File: src/rtl/cordic_iter_ctrl.sv
// cordic_iter_ctrl: sequenced CORDIC engine, one shared shift/add datapath, valid/ready in and out.
// Define CORDIC_GAIN_COMP_EN to add a post-rotation 1/K gain compensation state.
module cordic_iter_ctrl #(
    parameter  int unsigned ITER = 14,
    localparam int unsigned DW   = 16
) (
    input  logic                 clock,
    input  logic                 reset,
    input  logic                 in_valid,
    output logic                 in_ready,
    input  logic                 in_mode,
    input  logic signed [DW-1:0] in_x,
    input  logic signed [DW-1:0] in_y,
    input  logic signed [DW-1:0] in_z,
    output logic                 out_valid,
    input  logic                 out_ready,
    output logic signed [DW-1:0] out_x,
    output logic signed [DW-1:0] out_y,
    output logic signed [DW-1:0] out_z
);

    localparam int unsigned IW = 4;
    localparam logic [IW-1:0] ITER_LAST = IW'(ITER - 1);

`ifdef CORDIC_GAIN_COMP_EN
    typedef enum logic [1:0] {
        S_IDLE = 2'd0,
        S_RUN  = 2'd1,
        S_DONE = 2'd2,
        S_COMP = 2'd3
    } state_t;
`else
    typedef enum logic [1:0] {
        S_IDLE = 2'd0,
        S_RUN  = 2'd1,
        S_DONE = 2'd2
    } state_t;
`endif

    state_t               state, state_next;
    logic [IW-1:0]        iter, iter_next;
    logic signed [DW-1:0] x, y, z;
    logic signed [DW-1:0] x_next, y_next, z_next;
    logic                 mode, mode_next;
    logic signed [DW-1:0] x_sh, y_sh, atan_i;
    logic                 dir_pos;

    // Elementary angles atan(2^-i), 1 LSB = pi/32768
    function automatic logic signed [DW-1:0] atan_lut(input logic [IW-1:0] idx);
        case (idx)
            4'd0:    atan_lut = 16'sd8192;
            4'd1:    atan_lut = 16'sd4836;
            4'd2:    atan_lut = 16'sd2555;
            4'd3:    atan_lut = 16'sd1297;
            4'd4:    atan_lut = 16'sd651;
            4'd5:    atan_lut = 16'sd326;
            4'd6:    atan_lut = 16'sd163;
            4'd7:    atan_lut = 16'sd81;
            4'd8:    atan_lut = 16'sd41;
            4'd9:    atan_lut = 16'sd20;
            4'd10:   atan_lut = 16'sd10;
            4'd11:   atan_lut = 16'sd5;
            4'd12:   atan_lut = 16'sd3;
            4'd13:   atan_lut = 16'sd1;
            4'd14:   atan_lut = 16'sd1;
            default: atan_lut = 16'sd0;
        endcase
    endfunction

`ifdef CORDIC_GAIN_COMP_EN
    // 1/K ~= 0.607422 as a four-term shift-add
    function automatic logic signed [DW-1:0] gain_comp(input logic signed [DW-1:0] v);
        gain_comp = (v >>> 1) + (v >>> 3) - (v >>> 6) - (v >>> 9);
    endfunction
`endif

    always_ff @(posedge clock) begin
        if (reset) begin
            state     <= S_IDLE;
            iter      <= '0;
            x         <= '0;
            y         <= '0;
            z         <= '0;
            mode      <= 1'b0;
            in_ready  <= 1'b1;
            out_valid <= 1'b0;
        end else begin
            state     <= state_next;
            iter      <= iter_next;
            x         <= x_next;
            y         <= y_next;
            z         <= z_next;
            mode      <= mode_next;
            in_ready  <= (state_next == S_IDLE);
            out_valid <= (state_next == S_DONE);
        end
    end

    always_comb begin
        state_next = state;
        iter_next  = iter;
        x_next     = x;
        y_next     = y;
        z_next     = z;
        mode_next  = mode;
        x_sh       = x >>> iter;
        y_sh       = y >>> iter;
        atan_i     = atan_lut(iter);
        dir_pos    = mode ? y[DW-1] : ~z[DW-1];

        case (state)
            S_IDLE: begin
                if (in_valid) begin
                    x_next     = in_x;
                    y_next     = in_y;
                    z_next     = in_z;
                    mode_next  = in_mode;
                    iter_next  = '0;
                    state_next = S_RUN;
                end
            end
            S_RUN: begin
                // One micro-rotation; all sums wrap modulo 2^16
                x_next    = dir_pos ? (x - y_sh) : (x + y_sh);
                y_next    = dir_pos ? (y + x_sh) : (y - x_sh);
                z_next    = dir_pos ? (z - atan_i) : (z + atan_i);
                iter_next = iter + 4'd1;
                if (iter == ITER_LAST) begin
`ifdef CORDIC_GAIN_COMP_EN
                    state_next = S_COMP;
`else
                    state_next = S_DONE;
`endif
                end
            end
`ifdef CORDIC_GAIN_COMP_EN
            S_COMP: begin
                x_next     = gain_comp(x);
                y_next     = gain_comp(y);
                state_next = S_DONE;
            end
`endif
            S_DONE: begin
                if (out_ready) begin
                    state_next = S_IDLE;
                end
            end
            default: state_next = S_IDLE;
        endcase
    end

    assign out_x = x;
    assign out_y = y;
    assign out_z = z;

endmodule

File: config.mk
export PLATFORM = sky130hd
export DESIGN_NAME = cordic_iter_ctrl
export DESIGN_NICKNAME = d
export VERILOG_FILES = /design/src/rtl/cordic_iter_ctrl.sv
export SDC_FILE = /design/constraint.sdc
export NUM_CORES = 1
export LEC_CHECK = 0
export ABC_AREA = 1
export CORE_MARGIN = 5
export CORE_UTILIZATION = 35
export DETAILED_ROUTE_END_ITERATION = 10
export PLACE_DENSITY = 0.53
export SLEW_MARGIN = 25
export SYNTH_ARGS = -nofsm -noshare
export SYNTH_HDL_FRONTEND = slang
export SYNTH_SLANG_ARGS = --single-unit
File: constraint.sdc
create_clock -name clock -period 7.9 [get_ports clock]
set_clock_uncertainty 0.15 [all_clocks]
set_input_delay 1.58 -clock clock [delete_from_list [all_inputs] [get_ports clock]]
set_output_delay 1.58 -clock clock [all_outputs]
set_load 0.01 [all_outputs]
==> impl_metrics.prom, run 1 <==
# TYPE chip_impl_metric gauge
chip_impl_info{name="run_status",value="finished clean"} 1
chip_impl_metric{name="final_layout_size_suffix_gt1_share",unit="%"} 7.35
chip_impl_metric{name="ctsLongestPathBuffers",unit=""} 2
chip_impl_metric{name="globalRoute.totalOverflow",unit=""} 0
chip_impl_metric{name="register_area",unit="µm²"} 1420
chip_impl_metric{name="gp_congestion",unit=""} 0.859
chip_impl_metric{name="synth-seq-cells",unit=""} 71
chip_impl_metric{name="layout-area-overhead-vs-synth",unit="%"} 19.6
chip_impl_info{name="clock_tree_from_tritoncts",value="yes"} 1
chip_impl_info{name="root_buffer_cell",value="clkbuf_16"} 1
chip_impl_metric{name="total_leakage_power",unit="nW"} 4.26
chip_impl_metric{name="die_h",unit="µm"} 157
chip_impl_metric{name="cap_violations",unit=""} 0
chip_impl_metric{name="cts_setup_buffers",unit=""} 0
chip_impl_metric{name="p_switching",unit="W"} 0.00123
chip_impl_metric{name="largest_net_degree_at_the_start_of_global_routing",unit=""} 56
chip_impl_metric{name="vias_per_cell",unit=""} 5.18
chip_impl_metric{name="die_area",unit="µm²"} 24600
chip_impl_metric{name="synth_enable_flop_cells",unit=""} 0
chip_impl_metric{name="worst_ep_required_time",unit="ns"} 7.96
chip_impl_info{name="critPathTopFamily",value="simple AND/OR/NAND/NOR gates"} 1
chip_impl_metric{name="syn_area_per_cell",unit="µm²"} 6.12
chip_impl_info{name="postSynth.topFlopCell",value="dfxtp_1"} 1
chip_impl_metric{name="timing.setup.tns",unit="ns"} 0
chip_impl_metric{name="via_count_of_the_first_global_routing_pass",unit=""} 7712
chip_impl_metric{name="critPathArrivalTime",unit="ns"} 4.58
chip_impl_metric{name="drt-initial-drc-count",unit=""} 545
chip_impl_metric{name="synth.yosys.seq_area_share",unit="%"} 18.9
chip_impl_info{name="critical_path.endpoint_type",value="register"} 1
chip_impl_info{name="grt_setup_unrepaired",value="no"} 1
chip_impl_metric{name="gr-usage-all-layers",unit="%"} 20.2
chip_impl_metric{name="combinationalPowerShare",unit="%"} 62.9
chip_impl_metric{name="clkSlewWorstSetupHoldPaths",unit="ns"} 0.07
chip_impl_metric{name="cts-buffers-inserted",unit=""} 9
chip_impl_info{name="min_path_type",value="register to register"} 1
chip_impl_metric{name="num_io_pins",unit=""} 103
chip_impl_metric{name="n_antenna_cell",unit=""} 0
chip_impl_info{name="final_common_cell",value="nand2_1"} 1
chip_impl_metric{name="drt-pass1-iter-count",unit=""} 5
chip_impl_metric{name="power_frac_clock",unit="%"} 16.5
chip_impl_metric{name="async_reset_ff_share",unit="%"} 0
chip_impl_metric{name="final_max_slew_viol_count",unit=""} 0
chip_impl_info{name="cp-start-kind",value="register"} 1
chip_impl_metric{name="global_route_wire_length_before_repair",unit="µm"} 40100
chip_impl_metric{name="htree_num_levels",unit=""} 3
chip_impl_metric{name="min_period_over_period",unit="%"} 57.2
chip_impl_metric{name="yosysWarnings",unit=""} 0
chip_impl_metric{name="antenna_violation_net_count_after_detailed_routing",unit=""} 0
chip_impl_metric{name="cp.buffers_inverters",unit=""} 3
chip_impl_metric{name="cell_internal_pwr",unit="W"} 0.00125
chip_impl_metric{name="number_of_library_cell_types_mapped_by_synthesis",unit=""} 47
chip_impl_metric{name="synthCells",unit=""} 1230
chip_impl_metric{name="holdBufCountCts",unit=""} 0
chip_impl_metric{name="clock_insertion_delay_worst_skew",unit="ns"} 0.35
chip_impl_metric{name="worst_ir_drop_vdd",unit="mV"} 0.104
chip_impl_metric{name="portBuffers",unit=""} 102
chip_impl_metric{name="final-hold-violation-count",unit=""} 0
chip_impl_metric{name="starting_density_of_the_core",unit="%"} 35.7
chip_impl_metric{name="final.min_clock_period",unit="ns"} 4.52
chip_impl_metric{name="num-nets-final",unit=""} 1418
chip_impl_info{name="mostFrequentLayoutCells",value="nand2_1 (347), nand3_1 (172), inv_1 (113), clkdlybuf4s50_1 (101), a21oi_1 (80)"} 1
chip_impl_metric{name="filler_cell_count",unit=""} 2313
chip_impl_metric{name="timing.critical_path.fanout_max",unit=""} 34
chip_impl_metric{name="power_density",unit="nW/µm²"} 275
chip_impl_metric{name="hpwlAfterDp",unit="µm"} 19000
chip_impl_metric{name="drc",unit=""} 0
chip_impl_metric{name="worst_path_largest_cell_delay",unit="ns"} 0.49
chip_impl_info{name="cpMostUsedCell",value="nand2_1"} 1
chip_impl_metric{name="p_sw_share",unit="%"} 49.5
chip_impl_metric{name="achievable-frequency",unit="MHz"} 221
chip_impl_metric{name="initial_antenna_violation_count",unit=""} 0
chip_impl_metric{name="max_slew.worst_pin.slew",unit="ns"} 0.694
chip_impl_info{name="path_cells",value="buf_4 > inv_6 > nand2_1 > nand3_1 > nand3_1 > nand2_1 > nand2_1 > nand2_1 > inv_1 > ha_1 > nand2_1 > o21ai_0 > fa_1 > nand3_1 > nand2_1 > a21oi_1 > nor2_1 > o22ai_1 > o21ai_0 > or2_2 > nand3_1 > a31oi_1"} 1
chip_impl_metric{name="drt-wirelength-per-cell",unit="µm"} 15.9
chip_impl_metric{name="pwr-share-seq",unit="%"} 20.6
chip_impl_metric{name="fp.dieW",unit="µm"} 157
chip_impl_metric{name="final-setup-viol-count",unit=""} 0
chip_impl_info{name="crit_type",value="register to register"} 1
chip_impl_metric{name="detailroute.via_count",unit=""} 8193
chip_impl_metric{name="worst_slew_margin_rel",unit="%"} 53.7
chip_impl_metric{name="placeableCoreArea",unit="µm²"} 21100
chip_impl_metric{name="multiInputGateArea",unit="µm²"} 5410
chip_impl_metric{name="wl",unit="µm"} 25100
chip_impl_metric{name="postCtsResizedCells",unit=""} 0
chip_impl_metric{name="post_synth_instance_area",unit="µm²"} 7530
chip_impl_info{name="critical-path-slowest-cell",value="fa_1"} 1
chip_impl_metric{name="clock_sink_count",unit=""} 71
chip_impl_metric{name="mappedNetlistNets",unit=""} 1346
chip_impl_metric{name="p_total",unit="W"} 0.00248
chip_impl_metric{name="std_cell_rows",unit=""} 53
==> worst register-to-register path, cell delays in order (launching register included) <==
cell and delay (ns):
dfxtp_1 0.43, buf_4 0.40, inv_6 0.22, nand2_1 0.13, nand3_1 0.10, nand3_1 0.12, nand2_1 0.08, nand2_1 0.07
nand2_1 0.19, inv_1 0.10, ha_1 0.22, nand2_1 0.06, o21ai_0 0.20, fa_1 0.49, nand3_1 0.09, nand2_1 0.08
a21oi_1 0.27, nor2_1 0.10, o22ai_1 0.23, o21ai_0 0.22, or2_2 0.32, nand3_1 0.07, a31oi_1 0.07
==> registers in the layout, indices dropped and copies added (netlist names) <==
signal     flops
atan_i        14
in_ready       1
iter           4
mode           1
out_valid      1
out_x         16
out_y         16
out_z         16
state          2
==> power groups by stage <==
stage	clock, W	sequential [W]	combinational (W)
floorplan	0	0.000497	0.00113
global placement	0	0.000520	0.00155
detailed placement	0	0.000517	0.00156
CTS	0.000419	0.000510	0.00157
global route	0.000434	0.000518	0.00177
finish	0.000410	0.000510	0.00156
==> worst paths after layout <==
kind              slack [ns]  cells after the start        end  startpoint
setup / recovery        3.38                     22  out_y[10]     iter[0]
hold / removal          0.37                      2   out_z[0]    out_z[0]
setup reg to reg        3.38                     22  out_y[10]     iter[0]
hold reg to reg         0.37                      2   out_z[0]    out_z[0]
==> cell families after synthesis <==
logic type	share of synthesized area [%]
buffers and inverters	9.42
and+or+nand+nor	38.8
DFF	18.9
xor gates and xnor gates	5.00
AOI/OAI and AO/OA	17.2
adders and majority gates	10.8
==> routing by layer <==
| metal | track usage, % | part of all wire [%] | vias to the layer above |
|---|---|---|---|
| li1 | - | - | 4257 |
| met1 | 27.8 | 48 | 3754 |
| met2 | 33.1 | 47 | 154 |
| met3 | 3.13 | 3.8 | 28 |
| met4 | 5.12 | 1.9 | 0 |
| met5 | 0 | 0 | - |
==> cell usage after synthesis, types with 2 or more instances <==
library cell    n  area (µm²)
a211oi_1        2        15.0
a21boi_0        3        22.5
a21o_1          7        52.6
a21oi_1        80         400
a221oi_1        2        17.5
a22o_1          7        61.3
a31oi_1        39         244
buf_1          11        41.3
buf_2          13        65.1
buf_4           2        15.0
buf_6           3        33.8
clkbuf_1       23        86.3
dfxtp_1        71        1420
fa_1            3        60.1
ha_1           60         751
inv_1         113         424
inv_2           3        11.3
nand2_1       347        1300
nand2_2        24         150
nand3_1       172         861
nand3_2        11         110
nand4_1         4        25.0
nor2_1         63         236
nor2_2          5        31.3
nor2_4          2        22.5
nor3_1         11        55.1
o21a_1          3        22.5
o21ai_0        65         325
o22ai_1         3        18.8
o31ai_1         6        45.0
or2_2          15        93.8
xnor2_1        14         123
xor2_1         29         254
==> metrics by stage <==
stage / hold slack [ns] / std cells / util (%) / setup slack, ns / cell area (µm²)
global placement: 0.351 / 1566 / 41.4 / 3.09 / 8730
floorplan: 0.344 / 1230 / - / 4.26 / 7530
finish: 0.365 / 1582 / 42.7 / 3.38 / 9010
CTS: 0.365 / 1582 / 42.7 / 3.39 / 9010
global route: 0.382 / 1582 / 42.7 / 3.00 / 9010
detailed placement: 0.354 / 1566 / 41.4 / 3.01 / 8730
==> layout make-up <==
type                            instances  share of cell area, %
Clock buffer                            9                   2.50
Clock inverter                          7                  0.625
Inverter                              118                   4.97
Multi-Input combinational cell        988                   60.0
Sequential cell                        71                   15.8
Tap cell                              275                   3.82
Timing Repair Buffer                  114                   12.3
Power figures use the tool's default switching activity.
==> inputs of run 2 (changes only) <==
- PLACE_DENSITY: 0.53 -> 0.55
- clock period: 7.9 -> 3.7 ns (I/O delays scaled with it)
==> impl_metrics.prom, run 2 (synthesis results as in run 1) <==
# TYPE chip_impl_metric gauge
chip_impl_metric{name="r2r_slack",unit="ns"} 0.12
chip_impl_info{name="clock_tree_from_tritoncts",value="yes"} 1
chip_impl_metric{name="drt-wirelength-per-cell",unit="µm"} 16.1
chip_impl_info{name="rr_startpoint",value="iter[0]"} 1
chip_impl_info{name="critPathCapture",value="out_y[13]"} 1
chip_impl_metric{name="worst_path_largest_cell_delay",unit="ns"} 0.39
chip_impl_info{name="cp-start-kind",value="register"} 1
chip_impl_metric{name="die_area",unit="µm²"} 24600
chip_impl_info{name="run_status",value="finished clean"} 1
chip_impl_metric{name="ff2ff_path_depth",unit=""} 24
chip_impl_metric{name="worst_ir_drop_vdd",unit="mV"} 0.230
chip_impl_info{name="timing.rr.end",value="out_y[13]"} 1
chip_impl_metric{name="htree_num_levels",unit=""} 3
chip_impl_metric{name="num-nets-final",unit=""} 1529
chip_impl_metric{name="final_max_slew_viol_count",unit=""} 0
chip_impl_metric{name="n_antenna_cell",unit=""} 0
chip_impl_info{name="crit_path_start",value="iter[0]"} 1
chip_impl_info{name="grt_setup_unrepaired",value="yes"} 1
chip_impl_metric{name="timing.critical_path.fanout_max",unit=""} 6
chip_impl_metric{name="clkSlewWorstSetupHoldPaths",unit="ns"} 0.07
chip_impl_metric{name="global_route_wire_length_before_repair",unit="µm"} 42800
chip_impl_metric{name="num_io_pins",unit=""} 103
chip_impl_metric{name="pre_cts_ws",unit="ns"} -0.182
chip_impl_metric{name="final_layout_size_suffix_gt1_share",unit="%"} 20.7
chip_impl_info{name="crit_type",value="register to register"} 1
chip_impl_metric{name="ctsLongestPathBuffers",unit=""} 2
chip_impl_metric{name="worst_ep_required_time",unit="ns"} 3.83
chip_impl_metric{name="via_count_of_the_first_global_routing_pass",unit=""} 8126
chip_impl_metric{name="postLayoutCellArea",unit="µm²"} 10400
chip_impl_metric{name="total_leakage_power",unit="nW"} 4.95
chip_impl_metric{name="clock_sink_count",unit=""} 71
chip_impl_metric{name="worst_slew_margin_rel",unit="%"} 58.5
chip_impl_metric{name="vias_per_cell",unit=""} 5.16
chip_impl_info{name="mostFrequentLayoutCells",value="nand2_1 (327), nand3_1 (152), buf_4 (111), inv_1 (107), clkdlybuf4s50_1 (101)"} 1
chip_impl_metric{name="fp.dieW",unit="µm"} 157
chip_impl_info{name="final_common_cell",value="nand2_1"} 1
chip_impl_info{name="path_cells",value="inv_6 > buf_6 > nand2_2 > nand3_2 > nand3_2 > nand3_2 > nand2_4 > ha_4 > nand3_2 > nor3b_2 > nand3b_1 > nand2_2 > nand2_2 > xnor2_2 > inv_2 > buf_4 > ha_4 > nand2_4 > inv_1 > a311oi_1 > o21ai_1 > xor2_1 > nand2_1 > a31oi_1"} 1
chip_impl_metric{name="power_density",unit="nW/µm²"} 606
chip_impl_metric{name="drc",unit=""} 0
chip_impl_info{name="root_buffer_cell",value="clkbuf_16"} 1
chip_impl_metric{name="min_period_over_period",unit="%"} 96.8
chip_impl_info{name="cpMostUsedCell",value="nand3_2"} 1
chip_impl_metric{name="globalRoute.totalOverflow",unit=""} 0
chip_impl_metric{name="antenna_violation_net_count_after_detailed_routing",unit=""} 0
chip_impl_metric{name="drt-pass1-iter-count",unit=""} 5
chip_impl_metric{name="std_cell_rows",unit=""} 53
chip_impl_metric{name="gp_congestion",unit=""} 0.890
chip_impl_info{name="critical_path.endpoint_type",value="register"} 1
chip_impl_info{name="critical-path-slowest-cell",value="dfxtp_4"} 1
chip_impl_metric{name="final-hold-violation-count",unit=""} 0
chip_impl_info{name="min_path_type",value="register to register"} 1
chip_impl_metric{name="die_h",unit="µm"} 157
chip_impl_metric{name="starting_density_of_the_core",unit="%"} 35.7
chip_impl_metric{name="placeableCoreArea",unit="µm²"} 21100
chip_impl_metric{name="largest_net_degree_at_the_start_of_global_routing",unit=""} 44
chip_impl_metric{name="hold_path_depth",unit=""} 2
chip_impl_metric{name="critPathArrivalTime",unit="ns"} 3.71
chip_impl_metric{name="achievable-frequency",unit="MHz"} 279
chip_impl_metric{name="holdBufCountCts",unit=""} 0
chip_impl_metric{name="cap_violations",unit=""} 0
chip_impl_metric{name="drt-initial-drc-count",unit=""} 419
chip_impl_metric{name="max_slew.worst_pin.slew",unit="ns"} 0.620
chip_impl_metric{name="final-setup-viol-count",unit=""} 0
chip_impl_metric{name="finalWorstSetupSlack",unit="ns"} 0.119
chip_impl_metric{name="detailroute.via_count",unit=""} 8724
chip_impl_metric{name="cts-buffers-inserted",unit=""} 9
chip_impl_metric{name="layout-area-overhead-vs-synth",unit="%"} 38.4
chip_impl_metric{name="placedInstanceArea",unit="µm²"} 9590
chip_impl_metric{name="portBuffers",unit=""} 102
chip_impl_metric{name="initial_antenna_violation_count",unit=""} 0
chip_impl_metric{name="final.min_clock_period",unit="ns"} 3.58
chip_impl_metric{name="hpwlAfterDp",unit="µm"} 21000
chip_impl_metric{name="clock_insertion_delay_worst_skew",unit="ns"} 0.35
chip_impl_metric{name="wl",unit="µm"} 27300
chip_impl_metric{name="gr-usage-all-layers",unit="%"} 21.8
-- run 2: changes by cell type in the layout (fill, tap and decap cells not counted), sizes merged --
cell    before  now
clkinv       2    4
buf         13  124
inv        120  115
bufinv       0    2
-- run 2: worst max-delay path, delay by kind of cell, from the launching register on --
family / cells / cell delay (ns)
adders and majority gates: 2 / 0.36
and+or+nand+nor: 12 / 1.27
AOI/OAI and AO/OA: 3 / 0.52
DFF: 1 / 0.39
xor gates and xnor gates: 2 / 0.35
buffers and inverters: 5 / 0.46
-- run 2: stage by stage --
stage | setup TNS, ns | utilization [%] | hold WS [ns] | instances | power (W)
5_1_grt | -0.621 | 49.4 | 0.383 | 1692 | 0.00688
2_1_floorplan | 0 | - | 0.344 | 1230 | 0.00348
4_1_cts | -0.00408 | 47.3 | 0.363 | 1689 | 0.00598
6_report | 0 | 49.4 | 0.365 | 1692 | 0.00632
3_3_place_gp | -0.723 | 45.5 | 0.351 | 1673 | 0.00495
3_5_place_dp | -0.920 | 45.5 | 0.350 | 1673 | 0.00495
-- run 2: area by class of cell --
type	count	area, µm²
timing repair buffer	225	2050
multi-input combinational	988	5820
inverter	118	460
tap	275	344
clock inverter	6	93.8
fill	2225	10700
sequential	71	1430
clock buffer	9	225
-- run 2: worst min path at each step --
stage              start   endpoint  slack [ns]
5_1_grt        out_z[13]  out_z[13]        0.38
3_5_place_dp    out_z[0]   out_z[0]        0.35
3_3_place_gp    out_z[0]   out_z[0]        0.35
2_1_floorplan       mode       mode        0.34
4_1_cts         out_z[0]   out_z[0]        0.36
6_report       out_z[13]  out_z[13]        0.37
-- run 2: repair_timing --
action | 4_1_cts | 5_1_grt
resized for setup | 11 | 110
setup buffers | 0 | 3
cloned | 1 | 0
pin swaps | 0 | 35
endpoints found under the setup margin | 11 | 21
endpoints found under the hold margin | 0 | 0
-- run 2: report_power, final --
group | internal [W] | switching (W)
clock | 0.000593 | 0.000400
combinational | 0.00193 | 0.00236
sequential | 0.000884 | 0.000163
total | 0.00340 | 0.00292
-- run 2: routing by layer --
metal / track usage, % / vias up / part of all wire [%]
met5: 0 / - / 0
met4: 5.17 / 0 / 2.0
met3: 3.95 / 27 / 5.0
met2: 36.9 / 228 / 48
met1: 28.8 / 3985 / 45
li1: - / 4484 / -
==> inputs of run 3 (changes only) <==
- CORE_MARGIN: 5 -> 2
- CORE_UTILIZATION: 35 -> 37
- PLACE_DENSITY: 0.55 -> 0.58
==> impl_metrics.prom, run 3 (synthesis results as in run 1) <==
# TYPE chip_impl_metric gauge
chip_impl_info{name="run_status",value="finished with violations"} 1
chip_impl_info{name="violations",value="setup timing"} 1
chip_impl_metric{name="clkSlewWorstSetupHoldPaths",unit="ns"} 0.06
chip_impl_metric{name="final.min_clock_period",unit="ns"} 3.72
chip_impl_metric{name="finalWorstSetupSlack",unit="ns"} -0.0209
chip_impl_metric{name="wl",unit="µm"} 26500
chip_impl_metric{name="worst_ep_required_time",unit="ns"} 3.74
chip_impl_metric{name="cp.buffers_inverters",unit=""} 5
chip_impl_metric{name="groute.layer.met2.usage",unit="%"} 39.2
chip_impl_metric{name="final-setup-viol-count",unit=""} 1
chip_impl_info{name="root_buffer_cell",value="clkbuf_16"} 1
chip_impl_metric{name="power_density",unit="nW/µm²"} 609
chip_impl_metric{name="worstSetupPathDepth",unit=""} 27
chip_impl_metric{name="clock_insertion_delay_worst_skew",unit="ns"} 0.34
chip_impl_metric{name="postLayoutCellArea",unit="µm²"} 10400
chip_impl_metric{name="hpwlAfterDp",unit="µm"} 19600
chip_impl_info{name="mostFrequentLayoutCells",value="nand2_1 (333), nand3_1 (161), inv_1 (111), buf_4 (107), clkdlybuf4s50_1 (101)"} 1
chip_impl_metric{name="gp_congestion",unit=""} 0.915
chip_impl_metric{name="std_cell_rows",unit=""} 52
chip_impl_metric{name="pwr-share-seq",unit="%"} 16.4
chip_impl_metric{name="worst_slew_margin_rel",unit="%"} 57.4
chip_impl_metric{name="achievable-frequency",unit="MHz"} 269
chip_impl_metric{name="worst_path_largest_cell_delay",unit="ns"} 0.50
chip_impl_metric{name="multiInputGateArea",unit="µm²"} 5820
chip_impl_metric{name="holdWs",unit="ns"} 0.358
chip_impl_metric{name="holdBufCountCts",unit=""} 0
chip_impl_metric{name="r2r_slack",unit="ns"} -0.02
chip_impl_info{name="grt_setup_unrepaired",value="yes"} 1
chip_impl_metric{name="combinationalPowerShare",unit="%"} 68.7
chip_impl_metric{name="final_layout_size_suffix_gt1_share",unit="%"} 19.4
chip_impl_metric{name="final_max_slew_viol_count",unit=""} 0
chip_impl_metric{name="fp.dieW",unit="µm"} 147
chip_impl_metric{name="cell_internal_pwr",unit="W"} 0.00342
chip_impl_metric{name="antenna_violation_net_count_after_detailed_routing",unit=""} 0
chip_impl_metric{name="p_switching",unit="W"} 0.00292
chip_impl_metric{name="ff2ff_path_depth",unit=""} 27
chip_impl_metric{name="placedInstanceArea",unit="µm²"} 9490
chip_impl_metric{name="clock_sink_count",unit=""} 71
chip_impl_metric{name="max_slew.worst_pin.slew",unit="ns"} 0.639
chip_impl_info{name="min_path_type",value="register to register"} 1
chip_impl_metric{name="grt_util_met3",unit="%"} 2.81
chip_impl_metric{name="drt-initial-drc-count",unit=""} 565
chip_impl_info{name="timing.rr.end",value="out_y[15]"} 1
chip_impl_info{name="critical_path.endpoint_type",value="register"} 1
chip_impl_metric{name="vias_per_cell",unit=""} 5.24
chip_impl_metric{name="ctsLongestPathBuffers",unit=""} 2
chip_impl_metric{name="register_area",unit="µm²"} 1430
chip_impl_metric{name="largest_net_degree_at_the_start_of_global_routing",unit=""} 51
chip_impl_metric{name="cts-buffers-inserted",unit=""} 9
chip_impl_metric{name="filler_cell_count",unit=""} 2031
chip_impl_metric{name="htree_num_levels",unit=""} 3
chip_impl_info{name="critical-path-slowest-cell",value="dfxtp_4"} 1
chip_impl_metric{name="final-hold-violation-count",unit=""} 0
chip_impl_metric{name="cap_violations",unit=""} 0
chip_impl_metric{name="die_area",unit="µm²"} 21500
chip_impl_metric{name="p_total",unit="W"} 0.00634
chip_impl_metric{name="pre_cts_ws",unit="ns"} -0.134
chip_impl_metric{name="globalRoute.totalOverflow",unit=""} 0
chip_impl_metric{name="gr-usage-all-layers",unit="%"} 23.5
chip_impl_info{name="rr_startpoint",value="iter[0]"} 1
chip_impl_metric{name="critPathArrivalTime",unit="ns"} 3.76
chip_impl_metric{name="num_io_pins",unit=""} 103
chip_impl_metric{name="via_count_of_the_first_global_routing_pass",unit=""} 8020
chip_impl_metric{name="layout-area-overhead-vs-synth",unit="%"} 38.3
chip_impl_metric{name="worst_ir_drop_vdd",unit="mV"} 0.232
chip_impl_metric{name="drt-pass1-iter-count",unit=""} 6
chip_impl_metric{name="portBuffers",unit=""} 102
chip_impl_info{name="globalRoute.busiestLayer",value="met2"} 1
chip_impl_info{name="crit_path_start",value="iter[0]"} 1
chip_impl_metric{name="die_h",unit="µm"} 147
chip_impl_metric{name="starting_density_of_the_core",unit="%"} 37.5
chip_impl_metric{name="p_sw_share",unit="%"} 46.1
chip_impl_metric{name="min_period_over_period",unit="%"} 101
chip_impl_metric{name="global_route_wire_length_before_repair",unit="µm"} 40700
chip_impl_info{name="critPathTopFamily",value="simple AND/OR/NAND/NOR gates"} 1
chip_impl_metric{name="globalRouteMet1Util",unit="%"} 32.0
chip_impl_info{name="clock_tree_from_tritoncts",value="yes"} 1
chip_impl_metric{name="placeableCoreArea",unit="µm²"} 20100
chip_impl_metric{name="total_leakage_power",unit="nW"} 4.97
chip_impl_info{name="cp-start-kind",value="register"} 1
chip_impl_metric{name="n_antenna_cell",unit=""} 0
chip_impl_info{name="critPathCapture",value="out_y[15]"} 1
chip_impl_metric{name="num-nets-final",unit=""} 1527
chip_impl_info{name="crit_type",value="register to register"} 1
chip_impl_metric{name="drc",unit=""} 0
chip_impl_metric{name="power_frac_clock",unit="%"} 14.8
chip_impl_metric{name="timing.critical_path.fanout_max",unit=""} 7
chip_impl_metric{name="drt-wirelength-per-cell",unit="µm"} 15.8
chip_impl_metric{name="final_util",unit="%"} 51.8
chip_impl_info{name="final_common_cell",value="nand2_1"} 1
chip_impl_info{name="cpMostUsedCell",value="nand2_2"} 1
chip_impl_metric{name="detailroute.via_count",unit=""} 8825
chip_impl_metric{name="initial_antenna_violation_count",unit=""} 0
## run 3: cell types whose count changed in the layout (fill, tap and decap cells not counted), sizes merged
| cell | delta |
|---|---|
| clkinv | -1 |
| clkbuf | +2 |
| clkinvlp | -2 |
| inv | +3 |
| buf | -6 |
| bufbuf | +1 |
## run 3: power by group through the flow
stage          registers, W  clock network [W]  logic [W]
2_1_floorplan       0.00106                  0    0.00242
3_3_place_gp        0.00105                  0    0.00380
3_5_place_dp        0.00104                  0    0.00383
4_1_cts             0.00103           0.000960    0.00386
5_1_grt             0.00105           0.000981    0.00484
6_report            0.00104           0.000941    0.00436
## run 3: worst min-delay path by stage
stage,cells past startpoint,slack (ns),endpoint,from
after global placement,2,0.35,out_z[0],out_z[0]
final,2,0.36,out_z[6],out_z[6]
after global routing,2,0.38,out_z[6],out_z[6]
after CTS,2,0.36,out_z[0],out_z[0]
after floorplan,2,0.34,mode,mode
after detailed placement,2,0.35,out_z[5],out_z[5]
## run 3: worst register-to-register path, stage by stage, from the launching register on
cell,delay [ns]
dfxtp_4,0.50
clkinv_8,0.12
nand2_2,0.10
nand3_1,0.09
nand3_1,0.08
nand2_1,0.07
nand2_1,0.07
nand2_1,0.08
inv_2,0.08
ha_4,0.13
nand3_2,0.08
nor3b_2,0.20
nand3b_1,0.11
nand2_2,0.12
nand2_2,0.06
xnor2_1,0.15
inv_1,0.09
ha_4,0.22
buf_4,0.14
nand2_2,0.07
a21oi_1,0.07
a211oi_1,0.27
a21boi_2,0.21
nand2_2,0.08
inv_1,0.06
nand2_1,0.05
nand3_1,0.07
a21oi_1,0.06
## run 3: final cells by class
cell class,count,share of cell area [%]
inverters,118,4.37
repair inverters,2,0.168
clock inverters,4,0.697
well taps,270,3.24
repair buffers,221,19.7
multi-input cells,988,55.9
clock buffers,10,2.20
flip-flops and latches,71,13.7
## run 3: layer usage
layer	wire, µm	up-vias
li1	-	4482
met1	12000	4028
met2	12600	270
met3	1320	45
met4	572	0
met5	0	-
## run 3: what timing repair did
item,4_1_cts,5_1_grt
endpoints found under the setup margin,9,18
endpoints found under the hold margin,0,0
setup buffers,1,10
pin swaps,1,23
gates cloned,1,3
resized for setup,5,110
## run 3: metrics by stage
stage | setup TNS (ns) | std cells
after detailed placement | -0.419 | 1655
after CTS | 0 | 1671
after global routing | -1.26 | 1684
after floorplan | 0 | 1230
after global placement | -0.0524 | 1655
final | -0.0209 | 1684
==> variant 1, RTL diff (flow settings as in run 1) <==
`IW`: 4 -> 8.
--- a/src/rtl/cordic_iter_ctrl.sv
+++ b/src/rtl/cordic_iter_ctrl.sv
@@ -20,5 +20,5 @@
 );
 
-    localparam int unsigned IW = 4;
+    localparam int unsigned IW = 8;
     localparam logic [IW-1:0] ITER_LAST = IW'(ITER - 1);
 
Check against the original RTL: same outputs for any inputs over 4 cycles, from zero or initial values and one cycle with reset high; that may be too few to reach the edited logic, so the function may still have changed.
==> variant 1 against run 1 <==
  * Sequential cell count rose by 4
  * Highest routed layer unchanged
  * Critical path depth rose by 6
  * Total power fell by 3.9%
  * Largest power group unchanged
  * Synthesized area rose by 7.2%
  * Clock power rose by 6.3%
  * Worst setup slack got worse by 1100 ps
  * Final area rose by 6.3%
  * Routed wire length rose by 14%
  * Synthesized cell count rose by 11%
  * Count of clock-buffer cells in the layout rose by 2
==> variant 1: results (changes against run 1) <==
The half-perimeter wire length of the detailed placement result is 21700 microns (was 19000 microns). The capture endpoint of the worst hold path is out_z[4]$_SDFFE_PP0P_ (was out_z[0]$_SDFFE_PP0P_). The slowest stage cell on the critical path is sky130_fd_sc_hd__clkinv_1 (was sky130_fd_sc_hd__fa_1). The violation count after the first detailed-route iteration came out at 682 (was 545). The worst min-delay path category is register to register (unchanged). The clock buffer count from CTS came out at 9 (unchanged). The arrival time of the worst setup path came out at 5780 ps (was 4580 ps).

The number of cells on the worst reg-to-reg path came out at 28 (was 22). The worst-margin pin slew came out at 1020 ps (was 694 ps). The setup slack of the most critical reg-to-reg path was 2250 ps (was 3380 ps).

The count of input and output buffers is 102 (unchanged). The end of the worst register-to-register path is out_x[15]$_SDFFE_PP0P_ (was out_y[10]$_SDFFE_PP0P_). The routed length per placed instance is 16.7 microns (was 15.9 microns). The global-route total usage across every layer is 21.5% (was 20.2%). The pin count of the biggest net entering global routing is 61 (was 56). The prevailing post-synth register cell was sky130_fd_sc_hd__dfxtp_1 (unchanged).

The static leakage power came to 0.00461 uW (was 0.00426 uW). The largest vdd supply drop came out at 0.131 mV (was 0.104 mV). The wire length of the first global-routing pass came to 45800 microns (was 40100 microns). Result of the run: finished, final reports clean (unchanged). The routability congestion estimate from global placement came to 0.923 (was 0.859). The critical path's largest stage delay came out at 900 ps (was 490 ps). The worst hold-check slack came to 339 ps (was 365 ps). The total number of nets in the final design came out at 1543 (was 1418). The number of global-route vias before repair came out at 8809 (was 7712). The cell chosen for the clock root was sky130_fd_sc_hd__clkbuf_16 (unchanged). The sequential area share after synthesis came out at 18.6% (was 18.9%). The fraction of final layout cells with drive strength greater than 1 is 3.70% (was 7.35%). Leading post-synthesis cells by instance count: sky130_fd_sc_hd__nand2_1 (362), sky130_fd_sc_hd__nand3_1 (174), sky130_fd_sc_hd__nor2_1 (130) (was sky130_fd_sc_hd__nand2_1 (347), sky130_fd_sc_hd__nand3_1 (172), sky130_fd_sc_hd__inv_1 (113)). The cell depth of the worst min-delay path came out at 2 (unchanged).

The maximum buffer depth of the clock tree is 2 (unchanged). The via density per instance is 5.36 (was 5.18). Cell types with the largest area share after synthesis: sky130_fd_sc_hd__dfxtp_1 (19%), sky130_fd_sc_hd__nand2_1 (17%), sky130_fd_sc_hd__nand3_1 (11%), sky130_fd_sc_hd__ha_1 (9.3%), sky130_fd_sc_hd__nor2_1 (6.0%) (was sky130_fd_sc_hd__dfxtp_1 (19%), sky130_fd_sc_hd__nand2_1 (17%), sky130_fd_sc_hd__nand3_1 (11%), sky130_fd_sc_hd__ha_1 (10%), sky130_fd_sc_hd__inv_1 (5.6%)). The startpoint of the lowest-slack hold path is out_z[4]$_SDFFE_PP0P_ (was out_z[0]$_SDFFE_PP0P_).

The worst-skew pair later-pin latency came out at 360 ps. The maximum fanout count along the critical path is 38 (was 34).
## variant 1: cells by family after synthesis
family	synth area share (%)
compound gates	18.3
fa+ha+maj	10.0
flops	18.6
buf+inv	9.56
simple gates	37.8
xor+xnor	5.64
## variant 1: layout make-up
cell class	count	area, sq um
fillers	2513	13100
multi-input cells	1095	5820
flip-flops and latches	75	1500
repair buffers	115	1110
inverters	131	492
well taps	285	357
clock buffers	11	233
clock inverters	5	62.6
## variant 1: how the worst max path moves through the flow
stage | end | cells after the start
6_report | out_x[15]$_SDFFE_PP0P_ | 28
3_3_place_gp | out_x[15]$_SDFFE_PP0P_ | 28
5_1_grt | out_x[15]$_SDFFE_PP0P_ | 28
3_5_place_dp | out_x[15]$_SDFFE_PP0P_ | 28
2_1_floorplan | out_x[15]$_SDFFE_PP0P_ | 31
4_1_cts | out_x[15]$_SDFFE_PP0P_ | 28
## variant 1: through the flow
stage	instance area (sq um)	std cells	utilization, %	setup WS [ps]
after CTS	9570	1717	42.1	2320
after detailed placement	9280	1701	40.8	2340
final	9570	1717	42.2	2250
after global placement	9280	1701	40.8	2420
after floorplan	8070	1367	-	3850
after global routing	9570	1717	42.2	1590
## variant 1: power breakdown
| part | leakage [uW] | internal, uW | switching [uW] | total (uW) |
|---|---|---|---|---|
| Clock | 0.000136 | 247 | 189 | 436 |
| Combinational | 0.00385 | 556 | 885 | 1440 |
| Sequential | 0.000618 | 427 | 76.8 | 504 |
| Total | 0.00461 | 1230 | 1150 | 2380 |
## variant 1: tightest hold or removal path, stage by stage, from the launching register on
cell	delay (ps)
sky130_fd_sc_hd__dfxtp_1	320
sky130_fd_sc_hd__nand2_1	60
sky130_fd_sc_hd__a21oi_1	50
## variant 1: metal layers
| metal | global-route usage (%) | share of wire (%) | vias to the layer above |
|---|---|---|---|
| li1 | - | - | 4661 |
| met1 | 29.8 | 47 | 4266 |
| met2 | 35.9 | 47 | 248 |
| met3 | 2.64 | 4.3 | 35 |
| met4 | 5.07 | 1.7 | 0 |
| met5 | 0 | 0 | - |
==> variant 2, RTL diff (flow settings as in run 1) <==
Made on the original files. Re-encode `state_t` (3 states) as one-hot, 3 bits wide.
--- a/src/rtl/cordic_iter_ctrl.sv
+++ b/src/rtl/cordic_iter_ctrl.sv
@@ -31,8 +31,8 @@
     } state_t;
 `else
-    typedef enum logic [1:0] {
-        S_IDLE = 2'd0,
-        S_RUN  = 2'd1,
-        S_DONE = 2'd2
+    typedef enum logic [2:0] {
+        S_IDLE = 3'b001,
+        S_RUN  = 3'b010,
+        S_DONE = 3'b100
     } state_t;
 `endif
Check against the original RTL: no difference found for any inputs over 4 cycles, from zero or initial values and one cycle with reset high; so few cycles prove little.
==> variant 2 against run 1 <==
  * Routed wire length up 3.6%
  * Sequential cell count up 1
  * Global-route usage grew 1.0 points
  * Synthesized cell count shrank 3.0%
  * Count of clock-buffer cells in the layout rose by 3
  * Utilization fell by 0.17 points
  * Critical path type unchanged
  * Worst setup slack got worse by 500 ps
  * Synthesized area fell by 0.47%
  * Final area is 0.39% lower
Power is not compared: it rests on default switching activity, and its combinational part moved more than twofold at a synthesized area within 25%.
==> variant 2: results (changes against run 1) <==
Result of the run: finished, final reports clean (unchanged). The first-pass iteration count of the detailed router was 5 (unchanged). The xor-xnor portion of the synthesized cell area came out at 7.59% (was 5.00%). The total wirelength of the detailed-routed design is 26000 microns (was 25100 microns).

The sequential area share after synthesis is 19.2% (was 18.9%). The half-perimeter wire length of the detailed placement result is 19800 microns (was 19000 microns). The number of global-route vias before repair came out at 7798 (was 7712). The violation count after the first detailed-route iteration was 685 (was 545). The kind of cell adding the most delay to the critical path is buffers and inverters (was simple AND/OR/NAND/NOR gates). The routed length per placed instance is 17.0 microns (was 15.9 microns). The fraction of final layout cells with drive strength greater than 1 is 4.84% (was 7.35%). The number of instances in the synthesized netlist is 1193 (was 1230). The amount of wire on met2 after detailed routing is 12700 microns (was 11700 microns). The met3 global-route usage came out at 2.65% (was 3.13%). The total placed instance area is 0.00863 sq mm (was 0.00873 sq mm). The via density per instance is 5.23 (was 5.18).

The minimum setup slack after placement was 3120 ps (was 3010 ps). The routed length on met1 is 12200 microns (was 12000 microns). The slowest stage cell on the critical path is sky130_fd_sc_hd__clkinv_1 (was sky130_fd_sc_hd__fa_1). The worst-margin pin slew came to 966 ps (was 694 ps). The total number of H-tree levels is 3 (unchanged). The count of fill cells added during filler insertion is 2300 (was 2313). The global-route total usage across every layer came to 21.2% (was 20.2%). The sum of met3 wire segment lengths after detailed routing is 820 microns (was 948 microns).

The number of unique standard cell types used by synthesis is 50 (was 47). Cell types with the largest area share after synthesis: sky130_fd_sc_hd__dfxtp_1 (19%), sky130_fd_sc_hd__nand2_1 (16%), sky130_fd_sc_hd__nand3_1 (11%), sky130_fd_sc_hd__ha_1 (10%), sky130_fd_sc_hd__a21oi_1 (6.2%) (was sky130_fd_sc_hd__dfxtp_1 (19%), sky130_fd_sc_hd__nand2_1 (17%), sky130_fd_sc_hd__nand3_1 (11%), sky130_fd_sc_hd__ha_1 (10%), sky130_fd_sc_hd__inv_1 (5.6%)). The wire length of the first global-routing pass came out at 41400 microns (was 40100 microns).

The met2 track demand over resource in global routing is 36.7% (was 33.1%). The initial antenna violation count is 0 (unchanged). The fraction of the mapped netlist area in compound gates is 20.2% (was 17.2%). The routability congestion estimate from global placement came out at 0.874 (was 0.859). The critical path's largest stage delay was 790 ps (was 490 ps). Leading post-synthesis cells by instance count: sky130_fd_sc_hd__nand2_1 (325), sky130_fd_sc_hd__nand3_1 (158), sky130_fd_sc_hd__inv_1 (99) (was sky130_fd_sc_hd__nand2_1 (347), sky130_fd_sc_hd__nand3_1 (172), sky130_fd_sc_hd__inv_1 (113)). The total number of nets in the final design is 1372 (was 1418).

The net count after synthesis is 1309 (was 1346). The arithmetic-cell share of the synthesized area counting full adders, half adders and majority gates was 10.8% (about the same). The maximum fanout count along the critical path came out at 33 (was 34).
==> variant 2: cell types whose count changed after synthesis, moves of 11 or more <==
cell	delta
sky130_fd_sc_hd__a31oi_1	-23
sky130_fd_sc_hd__o21bai_1	+13
sky130_fd_sc_hd__nand3_1	-14
sky130_fd_sc_hd__or2_2	-14
sky130_fd_sc_hd__a21oi_1	+13
sky130_fd_sc_hd__nand2_1	-22
sky130_fd_sc_hd__nand2_2	-11
sky130_fd_sc_hd__o21ai_0	+14
sky130_fd_sc_hd__inv_1	-14
sky130_fd_sc_hd__xor2_1	+14
sky130_fd_sc_hd__nor2_1	-22
==> variant 2: path summary, 6_finish.rpt <==
kind	startpoint	endpoint	slack [ps]	depth (start not counted)
worst max-delay path	iter[2]$_SDFFE_PP0P_	out_y[14]$_SDFFE_PP0P_	2880	24
worst max register to register	iter[2]$_SDFFE_PP0P_	out_y[14]$_SDFFE_PP0P_	2880	24
worst min register to register	out_z[6]$_SDFFE_PP0P_	out_z[6]$_SDFFE_PP0P_	350	2
worst min-delay path	out_z[6]$_SDFFE_PP0P_	out_z[6]$_SDFFE_PP0P_	350	2
==> variant 2: layout make-up <==
class / count / area [sq um] / share of cell area [%]
clock inverter: 4 / 75.1 / 0.836
sequential: 72 / 1440 / 16.1
multi-input combinational: 959 / 5380 / 59.9
inverter: 104 / 395 / 4.41
timing repair buffer: 110 / 1080 / 12.0
clock buffer: 12 / 267 / 2.97
tap: 275 / 344 / 3.83
==> variant 2: power by group <==
part | internal [uW] | switching [uW] | total [uW]
Sequential | 387 | 41.8 | 429
Clock | 303 | 173 | 475
Combinational | 282 | 419 | 701
Total | 972 | 633 | 1610
